## config.mk

```make
export PLATFORM = sky130hd
export DESIGN_NAME = hazard_stall_unit
export DESIGN_NICKNAME = d
export VERILOG_FILES = /design/src/rtl/pipe_pkg.sv /design/src/rtl/load_use_detect.sv /design/src/rtl/hazard_stall_unit.sv
export SDC_FILE = /design/constraint.sdc
export NUM_CORES = 1
export LEC_CHECK = 0
export CORE_ASPECT_RATIO = 0.9
export CORE_UTILIZATION = 47
export CTS_BUF_LIST = sky130_fd_sc_hd__clkbuf_4
export DETAILED_ROUTE_END_ITERATION = 7
export GPL_TIMING_DRIVEN = 0
export PLACE_DENSITY = 0.9
export SLEW_MARGIN = 0
export SYNTH_ARGS = -nofsm -noshare
export SYNTH_HDL_FRONTEND = slang
export SYNTH_SLANG_ARGS = --single-unit
```

## constraint.sdc

```tcl
create_clock -name clk -period 3.1 [get_ports clk]
set_input_delay 0.775 -clock clk [delete_from_list [all_inputs] [get_ports clk]]
set_output_delay 0.775 -clock clk [all_outputs]
set_load 0.02 [all_outputs]
```

## src/rtl/pipe_pkg.sv

```systemverilog
// Shared pipeline-control types: register index, hazard FSM states, control bundle.
// Pure declarations; no logic and no latency.
package pipe_pkg;

   typedef logic [4:0] reg_idx_t;
   localparam reg_idx_t REG_ZERO = 5'd0;

   typedef enum logic [1:0] {
      RUN      = 2'd0,
      MEM_WAIT = 2'd1,
      FAULT    = 2'd2
   } hz_state_t;

   typedef struct packed {
      logic pc_write;
      logic if_id_write;
      logic if_id_flush;
      logic id_ex_write;
      logic id_ex_bubble;
      logic ex_mem_hold;
   } hz_ctrl_t;

   // Canonical control patterns, one per hazard-unit output case.
   localparam hz_ctrl_t CTRL_RESET  = '{1'b0, 1'b0, 1'b0, 1'b0, 1'b1, 1'b0};
   localparam hz_ctrl_t CTRL_FAULT  = '{1'b0, 1'b0, 1'b0, 1'b0, 1'b0, 1'b1};
   localparam hz_ctrl_t CTRL_FREEZE = '{1'b0, 1'b0, 1'b0, 1'b0, 1'b0, 1'b1};
   localparam hz_ctrl_t CTRL_FLUSH  = '{1'b1, 1'b1, 1'b1, 1'b1, 1'b1, 1'b0};
   localparam hz_ctrl_t CTRL_LU     = '{1'b0, 1'b0, 1'b0, 1'b1, 1'b1, 1'b0};
   localparam hz_ctrl_t CTRL_RUN    = '{1'b1, 1'b1, 1'b0, 1'b1, 1'b0, 1'b0};

   function automatic logic reg_match(input reg_idx_t src, input logic used, input reg_idx_t dst);
      return used && (src == dst);
   endfunction

endpackage

```

## src/rtl/load_use_detect.sv

```systemverilog
// Combinational load-use hazard detect: ID sources against the load destination in EX.
// Zero latency, no state; x0 never hazards since it is never really written.
module load_use_detect
   import pipe_pkg::*;
#(
   parameter bit FWD_STORE_DATA = 1'b1
) (
   input  logic [4:0] IF_ID_Rs1,
   input  logic [4:0] IF_ID_Rs2,
   input  logic       IF_ID_UsesRs1,
   input  logic       IF_ID_UsesRs2,
   input  logic       IF_ID_IsStore,
   input  logic       ID_EX_MemRead,
   input  logic [4:0] ID_EX_Rd,
   output logic       lu
);

   logic rs1_hit;
   logic rs2_hit;
   logic rs2_exempt;

   assign rs1_hit    = reg_match(IF_ID_Rs1, IF_ID_UsesRs1, ID_EX_Rd);
   assign rs2_hit    = reg_match(IF_ID_Rs2, IF_ID_UsesRs2, ID_EX_Rd);
   // Store data is consumed in MEM, late enough to be forwarded from the load.
   assign rs2_exempt = FWD_STORE_DATA && IF_ID_IsStore;

   assign lu = ID_EX_MemRead && (ID_EX_Rd != REG_ZERO)
               && (rs1_hit || (rs2_hit && !rs2_exempt));

endmodule

```

## src/rtl/hazard_stall_unit.sv

```systemverilog
// Pipeline stall/flush controller: load-use bubbles, memory-wait freeze with timeout, stall counter.
// Controls are combinational from state and inputs; state, wait count and Stall_Count update on clk.
module hazard_stall_unit
   import pipe_pkg::*;
#(
   parameter int MAX_WAIT       = 16,
   parameter int CNT_W          = 16,
   parameter bit FWD_STORE_DATA = 1'b1
) (
   input  logic             clk,
   input  logic             rst_n,
   input  logic [4:0]       IF_ID_Rs1,
   input  logic [4:0]       IF_ID_Rs2,
   input  logic             IF_ID_UsesRs1,
   input  logic             IF_ID_UsesRs2,
   input  logic             IF_ID_IsStore,
   input  logic             ID_EX_MemRead,
   input  logic [4:0]       ID_EX_Rd,
   input  logic             EX_MEM_MemAccess,
   input  logic             Mem_Ready,
   input  logic             Flush,
   input  logic             Stall_Count_Clr,
   output logic             PC_Write,
   output logic             IF_ID_Write,
   output logic             IF_ID_Flush,
   output logic             ID_EX_Write,
   output logic             ID_EX_Bubble,
   output logic             EX_MEM_Hold,
   output logic             Mem_Timeout,
   output logic [CNT_W-1:0] Stall_Count
);

   localparam int WW = $clog2(MAX_WAIT + 1);
   localparam logic [WW-1:0] WAIT_MAX = WW'(MAX_WAIT);

   hz_state_t        state;
   logic [WW-1:0]    wait_cnt;
   logic [CNT_W-1:0] stall_cnt;
   hz_ctrl_t         ctrl;
   logic             lu;
   logic             freeze;
   logic             stall_cycle;

   load_use_detect #(
      .FWD_STORE_DATA (FWD_STORE_DATA)
   ) u_lu (
      .IF_ID_Rs1     (IF_ID_Rs1),
      .IF_ID_Rs2     (IF_ID_Rs2),
      .IF_ID_UsesRs1 (IF_ID_UsesRs1),
      .IF_ID_UsesRs2 (IF_ID_UsesRs2),
      .IF_ID_IsStore (IF_ID_IsStore),
      .ID_EX_MemRead (ID_EX_MemRead),
      .ID_EX_Rd      (ID_EX_Rd),
      .lu            (lu)
   );

   assign freeze = EX_MEM_MemAccess && !Mem_Ready;

   // A branch in EX is held during a freeze and re-asserts Flush once the pipe moves.
   always_comb begin
      ctrl = CTRL_RUN;
      if (!rst_n)
         ctrl = CTRL_RESET;
      else if (state == FAULT)
         ctrl = CTRL_FAULT;
      else if (freeze)
         ctrl = CTRL_FREEZE;
      else if (Flush)
         ctrl = CTRL_FLUSH;
      else if (lu)
         ctrl = CTRL_LU;
   end

   assign PC_Write     = ctrl.pc_write;
   assign IF_ID_Write  = ctrl.if_id_write;
   assign IF_ID_Flush  = ctrl.if_id_flush;
   assign ID_EX_Write  = ctrl.id_ex_write;
   assign ID_EX_Bubble = ctrl.id_ex_bubble;
   assign EX_MEM_Hold  = ctrl.ex_mem_hold;
   assign Mem_Timeout  = (state == FAULT);
   assign Stall_Count  = stall_cnt;

   always_ff @(posedge clk or negedge rst_n) begin
      if (!rst_n) begin
         state    <= RUN;
         wait_cnt <= '0;
      end else begin
         case (state)
            RUN: begin
               if (freeze) begin
                  state    <= MEM_WAIT;
                  wait_cnt <= WW'(1);
               end
            end
            MEM_WAIT: begin
               if (!freeze) begin
                  state    <= RUN;
                  wait_cnt <= '0;
               end else if (wait_cnt == WAIT_MAX) begin
                  state <= FAULT;
               end else begin
                  wait_cnt <= wait_cnt + WW'(1);
               end
            end
            FAULT:   state <= FAULT;
            default: begin
               state    <= RUN;
               wait_cnt <= '0;
            end
         endcase
      end
   end

   assign stall_cycle = (state != FAULT) && !ctrl.pc_write;

   always_ff @(posedge clk or negedge rst_n) begin
      if (!rst_n)
         stall_cnt <= '0;
      else if (Stall_Count_Clr)
         stall_cnt <= '0;
      else if (stall_cycle && (stall_cnt != {CNT_W{1'b1}}))
         stall_cnt <= stall_cnt + CNT_W'(1);
   end

endmodule

```

# == Yosys cells after proc, flatten, opt, wreduce, memory -nomap -nowiden ==
# Cells that the tools add are included.
# word_totals
regBits,23
output_inout_bits,23
inputBits,25
word_cells,48
# op_classes
eq_ne,10
addsub,2
bitwise,1
reduce_logical,17
mux,15
# op_table
op,count
$mux W16,2
$mux W6,5
$add A16 B1 Y16 const B,1
$ne A16 B16 Y1 const B,1
$mux W5,3
$pmux W5 S3,1
$eq A5 B5 Y1,2
$logic_and A1 B1 Y1,8
$mux W2,3
$ne A3 B3 Y1 const B,2
$pmux W2 S3,1
$add A5 B1 Y5 const B,1
$eq A5 B5 Y1 const B,1
$reduce_bool A5 Y1,1
$ne A2 B2 Y1 const B,2
$logic_not A1 Y1,3
$reduce_and A3 Y1,1
$eq A2 B1 Y1 const B,1
$eq A2 B2 Y1 const B,1
$logic_not A2 Y1,1
$reduce_and A2 Y1,1
$reduce_bool A2 Y1,1
$logic_or A1 B1 Y1,1
$not A1 Y1,1

# == Longest topological paths before layout ==
# Gate-level depths: netlist of run 1.
# depth
ltp_word,15
ltp_mapped,9
ltp_nobuf,8

# == Cells and area by module ==
# Synthesis of run 1 repeated with hierarchy kept, for this count alone.
# unflattened
hier_cells,173
hier_area_um2,1591.5
# modules_own_cells
mod,seq_area_each_um2,cells_each,area_per_inst_um2,instances
hazard_stall_unit,575.6,156,1447.6,1
load_use_detect,0.0,17,143.9,1

# == Worst setup path before layout of run 1 ==
# No wires, ideal clock.
# synth_timing
path_type,input to output
startpoint,input port ID_EX_Rd[1]
endpoint,output port PC_Write
path_stages,6
setup_slack_ns,0.069
required_ns,2.325
n_path_buf,3
t_arrival_ns,2.256
path_cell_list,or4_1 o21ai_1 o31a_1 buf_2 buf_2 buf_4
# synth_between
elab_chain_cells,10
elab_cells_between_ends,14
classes_between,eq/ne: 2; mux: 5; reduce/logical: 7
# synth_rtl
item,line_no,source
start: declaration,hazard_stall_unit.sv:18,"input logic [4:0] ID_EX_Rd,"
$eq A5 B5 Y1,pipe_pkg.sv:32,return used && (src == dst);
$logic_and A1 B1 Y1,pipe_pkg.sv:32,
$logic_and A1 B1 Y1,load_use_detect.sv:28,&& (rs1_hit || (rs2_hit && !rs2_exempt));
$logic_or A1 B1 Y1,load_use_detect.sv:28,
$logic_and A1 B1 Y1 (*),load_use_detect.sv:28,
$mux W6 (*),hazard_stall_unit.sv:70,else if (lu)
$mux W6 (*),hazard_stall_unit.sv:68,else if (Flush)
$mux W6 (*),hazard_stall_unit.sv:66,else if (freeze)
$mux W6 (*),hazard_stall_unit.sv:64,else if (state == FAULT)
$mux W6 (*),hazard_stall_unit.sv:62,if (!rst_n)
end: declaration,hazard_stall_unit.sv:23,"output logic PC_Write,"
# Every way passes the cells marked *; elsewhere a longest branch is shown, timed or not.

# == Worst setup path in the final report of run 1 ==
# layout_timing
startpoint,input port IF_ID_Rs1[1]
endpoint,output port PC_Write
# layout_between
elab_chain_cells,9
# layout_rtl
item,line_no,source
start: declaration,hazard_stall_unit.sv:12,"input logic [4:0] IF_ID_Rs1,"
$eq A5 B5 Y1,pipe_pkg.sv:32,
$logic_and A1 B1 Y1,pipe_pkg.sv:32,
$logic_or A1 B1 Y1,load_use_detect.sv:28,
$logic_and A1 B1 Y1,load_use_detect.sv:28,
$mux W6,hazard_stall_unit.sv:70,
$mux W6,hazard_stall_unit.sv:68,
$mux W6,hazard_stall_unit.sv:66,
$mux W6,hazard_stall_unit.sv:64,
$mux W6,hazard_stall_unit.sv:62,
# No other way between the ends.

==> impl_results.md, run 1 <==
- Status: finished, final reports clean
- Initial antenna violation count: 0
- CTS Hold Bufs: 0
- GRT overflow: 0
- Max-slew violation count: 0
- Place WS: -1426 ps
- CP endpoint kind: primary output
- Die ar.: 0.003348 sq mm
- CTS Buffer Depth: 2
- Gr usage total: 0.2514
- Via density: ~6
- Syn_nets: around 200
- Critical Path RT: approximately 2300 ps
- Post-synthesis cell area: 0.001466 sq mm
- Multiplexer share of the synthesized area: 0.02304
- Core footprint: ~0.0029 sq mm
- Hold Fails Final Rpt: 0
- RSZ-0062 raised after global routing: true
- Avg WL per Cell: between 10 and 15 um
- Max frequency: roughly 330 MHz
- Main combinational cell family by area after synthesis: simple AND/OR/NAND/NOR gates
- Total power: between 500 and 600 uW
- Initial Utilization: 0.5127
- Synth Register Bits: 23
- Layout cells sized above 1: 0.1327
- Clock Sinks: 23
- GPL Wtd Cong: roughly 0.84
- Layout Nets: approximately 260
- Seq/Total Area, Yosys: 0.3925
- Layout Skew: between 15 and 20 ps
- Relative slew slack: 0.5129
- Antenna cells: 0
- DRT iter0 DRCs: 117
- Total I/O pin count: 48
- Hold crit path type: in2async
- Power density cells: 279.9 mW/mm^2
- Post-synthesis compound-gate area fraction: 0.1800
- Synthesis Warnings: 0
- Peak VDD IR: 0.1998 mV
- Clk Latency, worst-skew pair: between 300 and 400 ps
- Crit Path Class: in2out
- Final worst slack: 41.76 ps
- CTS Buf Count: 3
- Hold slack: 418.8 ps
- CTS tree: built
- Syn Area/Cell: 8.626 sq um
- Reg2reg start: state[0]
- CTS H-tree lvls: 1
- Fillers: 235
- Post-route ant nets: 0
- Worst-path clk slew: about 140 ps
- Post-synthesis simple-gate area fraction: 0.2713
- Die Wd: roughly 60 um
- Synth unique cells: 33
- Actual slew at the worst max-slew pin: between 700 and 800 ps
- Worst R2R End: Stall_Count[12]
- Final setup viols: 0
- Max-capacitance violation count: 0
- Adder-cell share of the synthesized area: 0.02560
- XOR/XNOR Fraction of Synth Area: 0.05973
- Largest net degree at the start of global routing: 28
- Final worst path period need: ~3100 ps
- DRC viols: 0
- Global-route wire length before repair: about 6100 um
- Row count: 18
- Worst Path Max Fanout: 4
- Post-DP HPWL: 2718 um
- Clock root cell: clkbuf_4
- Routed wire length: around 3800 um
- DR vias: 1,560
- Input/output buffers: 46
- Number of global-route vias before repair: 1,427
- Total iterations of the first detailed-routing run: 4
- Final Cycle Share: 0.9865
- DP Area: ~0.0020 sq mm
- Crit path DAT: roughly 2300 ps
- Fin area: 0.002047 sq mm
- Area Overhead vs Synth: 39.59%
- Die height: 54.99 um
- Leakage: 0.8094 nW
- Setup_tns: 0 ps
- Setup crit start kind: input port
- Worst reg2reg path depth: 10
- Flop2flop setup slack: ~600 ps
- Gate Count Post-Synth: 170
area by class of cell:
cell class	count	area, sq um	area share
well taps	40	50.05	0.02445
inverters	5	18.77	0.009169
clock inverters	1	5.005	0.002445
clock buffers	3	22.52	0.01100
multi-input cells	132	853.3	0.4169
repair buffers	53	469.2	0.2292
flip-flops and latches	23	575.6	0.2812
plain buffers	9	52.55	0.02567
repair_timing:
action                                  CTS  global route
gates resized for setup                  46            12
endpoints found under the setup margin    8             4
cloned                                    1             0
buffers inserted                          7             0
pin swaps                                 6             6
hold endpoints to repair                  0             0
critical path, stage by stage:
cell	delay, ps
dlygate4sd2_1	240
xor2_1	140
nor4_2	290
a32oi_1	170
o31a_1	290
buf_6	130
buf_4	120
buf_6	120
worst max path at each step:
stage / cells past startpoint / from / to / slack, ps
floorplan: 6 / ID_EX_Rd[1] / PC_Write / 70
global placement: 7 / rst_n / PC_Write / -1430
detailed placement: 7 / rst_n / PC_Write / -1430
CTS: 8 / IF_ID_Rs1[1] / PC_Write / -40
global route: 8 / IF_ID_Rs1[0] / PC_Write / -20
finish: 8 / IF_ID_Rs1[1] / PC_Write / 40
metrics by stage:
stage	util	cells
floorplan	-	170
global placement	0.6912	256
detailed placement	0.6912	256
CTS	0.7161	267
global route	0.7157	266
finish	0.7157	266
placed cells by master, fill, tap and decap left out, types with 3 or more instances in the layout:
| cell type | synthesis | final |
|---|---|---|
| clkdlybuf4s50_1 | 0 | 26 |
| dfrtp_1 | 23 | 23 |
| a21oi_1 | 16 | 15 |
| nand3_1 | 14 | 14 |
| nand2_1 | 12 | 12 |
| o31ai_1 | 12 | 12 |
| or4_1 | 12 | 11 |
| dlygate4sd2_1 | 0 | 11 |
| xor2_1 | 9 | 9 |
| o21ai_0 | 10 | 9 |
| nor2_1 | 9 | 8 |
| buf_4 | 1 | 7 |
| inv_1 | 5 | 5 |
| nor2b_1 | 5 | 5 |
| buf_2 | 2 | 5 |
| clkbuf_1 | 4 | 4 |
| nor4_1 | 5 | 4 |
| buf_6 | 1 | 4 |
| nor3_1 | 4 | 4 |
| nor3b_1 | 3 | 3 |
| ha_1 | 3 | 3 |
| clkbuf_4 | 0 | 3 |
metal layers:
metal / share of wire / vias up / global-route usage
met2: 0.51 / 75 / 0.4396
met1: 0.40 / 742 / 0.3004
li1: - / 739 / -
met3: 0.076 / 4 / 0.07907
met5: 0 / - / 0
met4: 0.0087 / 0 / 0.06818
state kept, by name (all words and copies together), names as in the netlist:
signal,cells
state,2
Stall_Count,16
wait_cnt,5
report_power, final:
part	switching [mW]	leakage (nW)	total, mW	internal, mW
combinational	0.0646	0.475	0.122	0.0576
sequential	0.00622	0.316	0.312	0.305
clock	0.0908	0.0177	0.139	0.0483
Yosys cell counts:
cell type / number / area, sq um
ha_1: 3 / 37.54
buf_1: 2 / 7.510
nor3_1: 4 / 20.02
inv_1: 5 / 18.77
and3_1: 2 / 12.51
o21ai_1: 2 / 10.01
o31ai_1: 12 / 90.09
a21oi_1: 16 / 80.08
nand3_1: 14 / 70.07
nor4bb_1: 1 / 10.01
a21boi_0: 1 / 7.510
buf_6: 1 / 11.26
clkbuf_1: 4 / 15.01
o21ai_0: 10 / 50.05
a31o_2: 1 / 8.760
dfrtp_1: 23 / 575.6
nor4_1: 5 / 31.28
xnor2_1: 1 / 8.760
or3_1: 2 / 12.51
nand2_1: 12 / 45.04
nor2_1: 9 / 33.78
nor3b_1: 3 / 22.52
nand2b_1: 2 / 12.51
xor2_1: 9 / 78.83
and2_1: 1 / 6.260
nor2b_1: 5 / 31.28
or4_1: 12 / 90.09
mux2_2: 2 / 22.52
buf_4: 1 / 7.510
mux2_1: 1 / 11.26
buf_2: 2 / 10.01
o31a_1: 1 / 8.760
a32oi_1: 1 / 8.760
cells by family after synthesis:
family	count (synthesis)
and+or+nand+nor	72
buffers and inverters	15
adders and majority gates	3
DFF	23
xor gates and xnor gates	10
muxes	3
AOI/OAI and AO/OA	44
No activity file was read; power rests on OpenSTA's default activity.
==> run 2, diff against run 1 <==
--- a/config.mk
+++ b/config.mk
@@ -5,6 +5,7 @@
 export SDC_FILE = /design/constraint.sdc
 export NUM_CORES = 1
 export LEC_CHECK = 0
+export CAP_MARGIN = 0
 export CORE_ASPECT_RATIO = 0.9
 export CORE_UTILIZATION = 47
 export CTS_BUF_LIST = sky130_fd_sc_hd__clkbuf_4
==> results of run 2 <==
No change in the layout: final DEF, timing and power equal those of run 1.
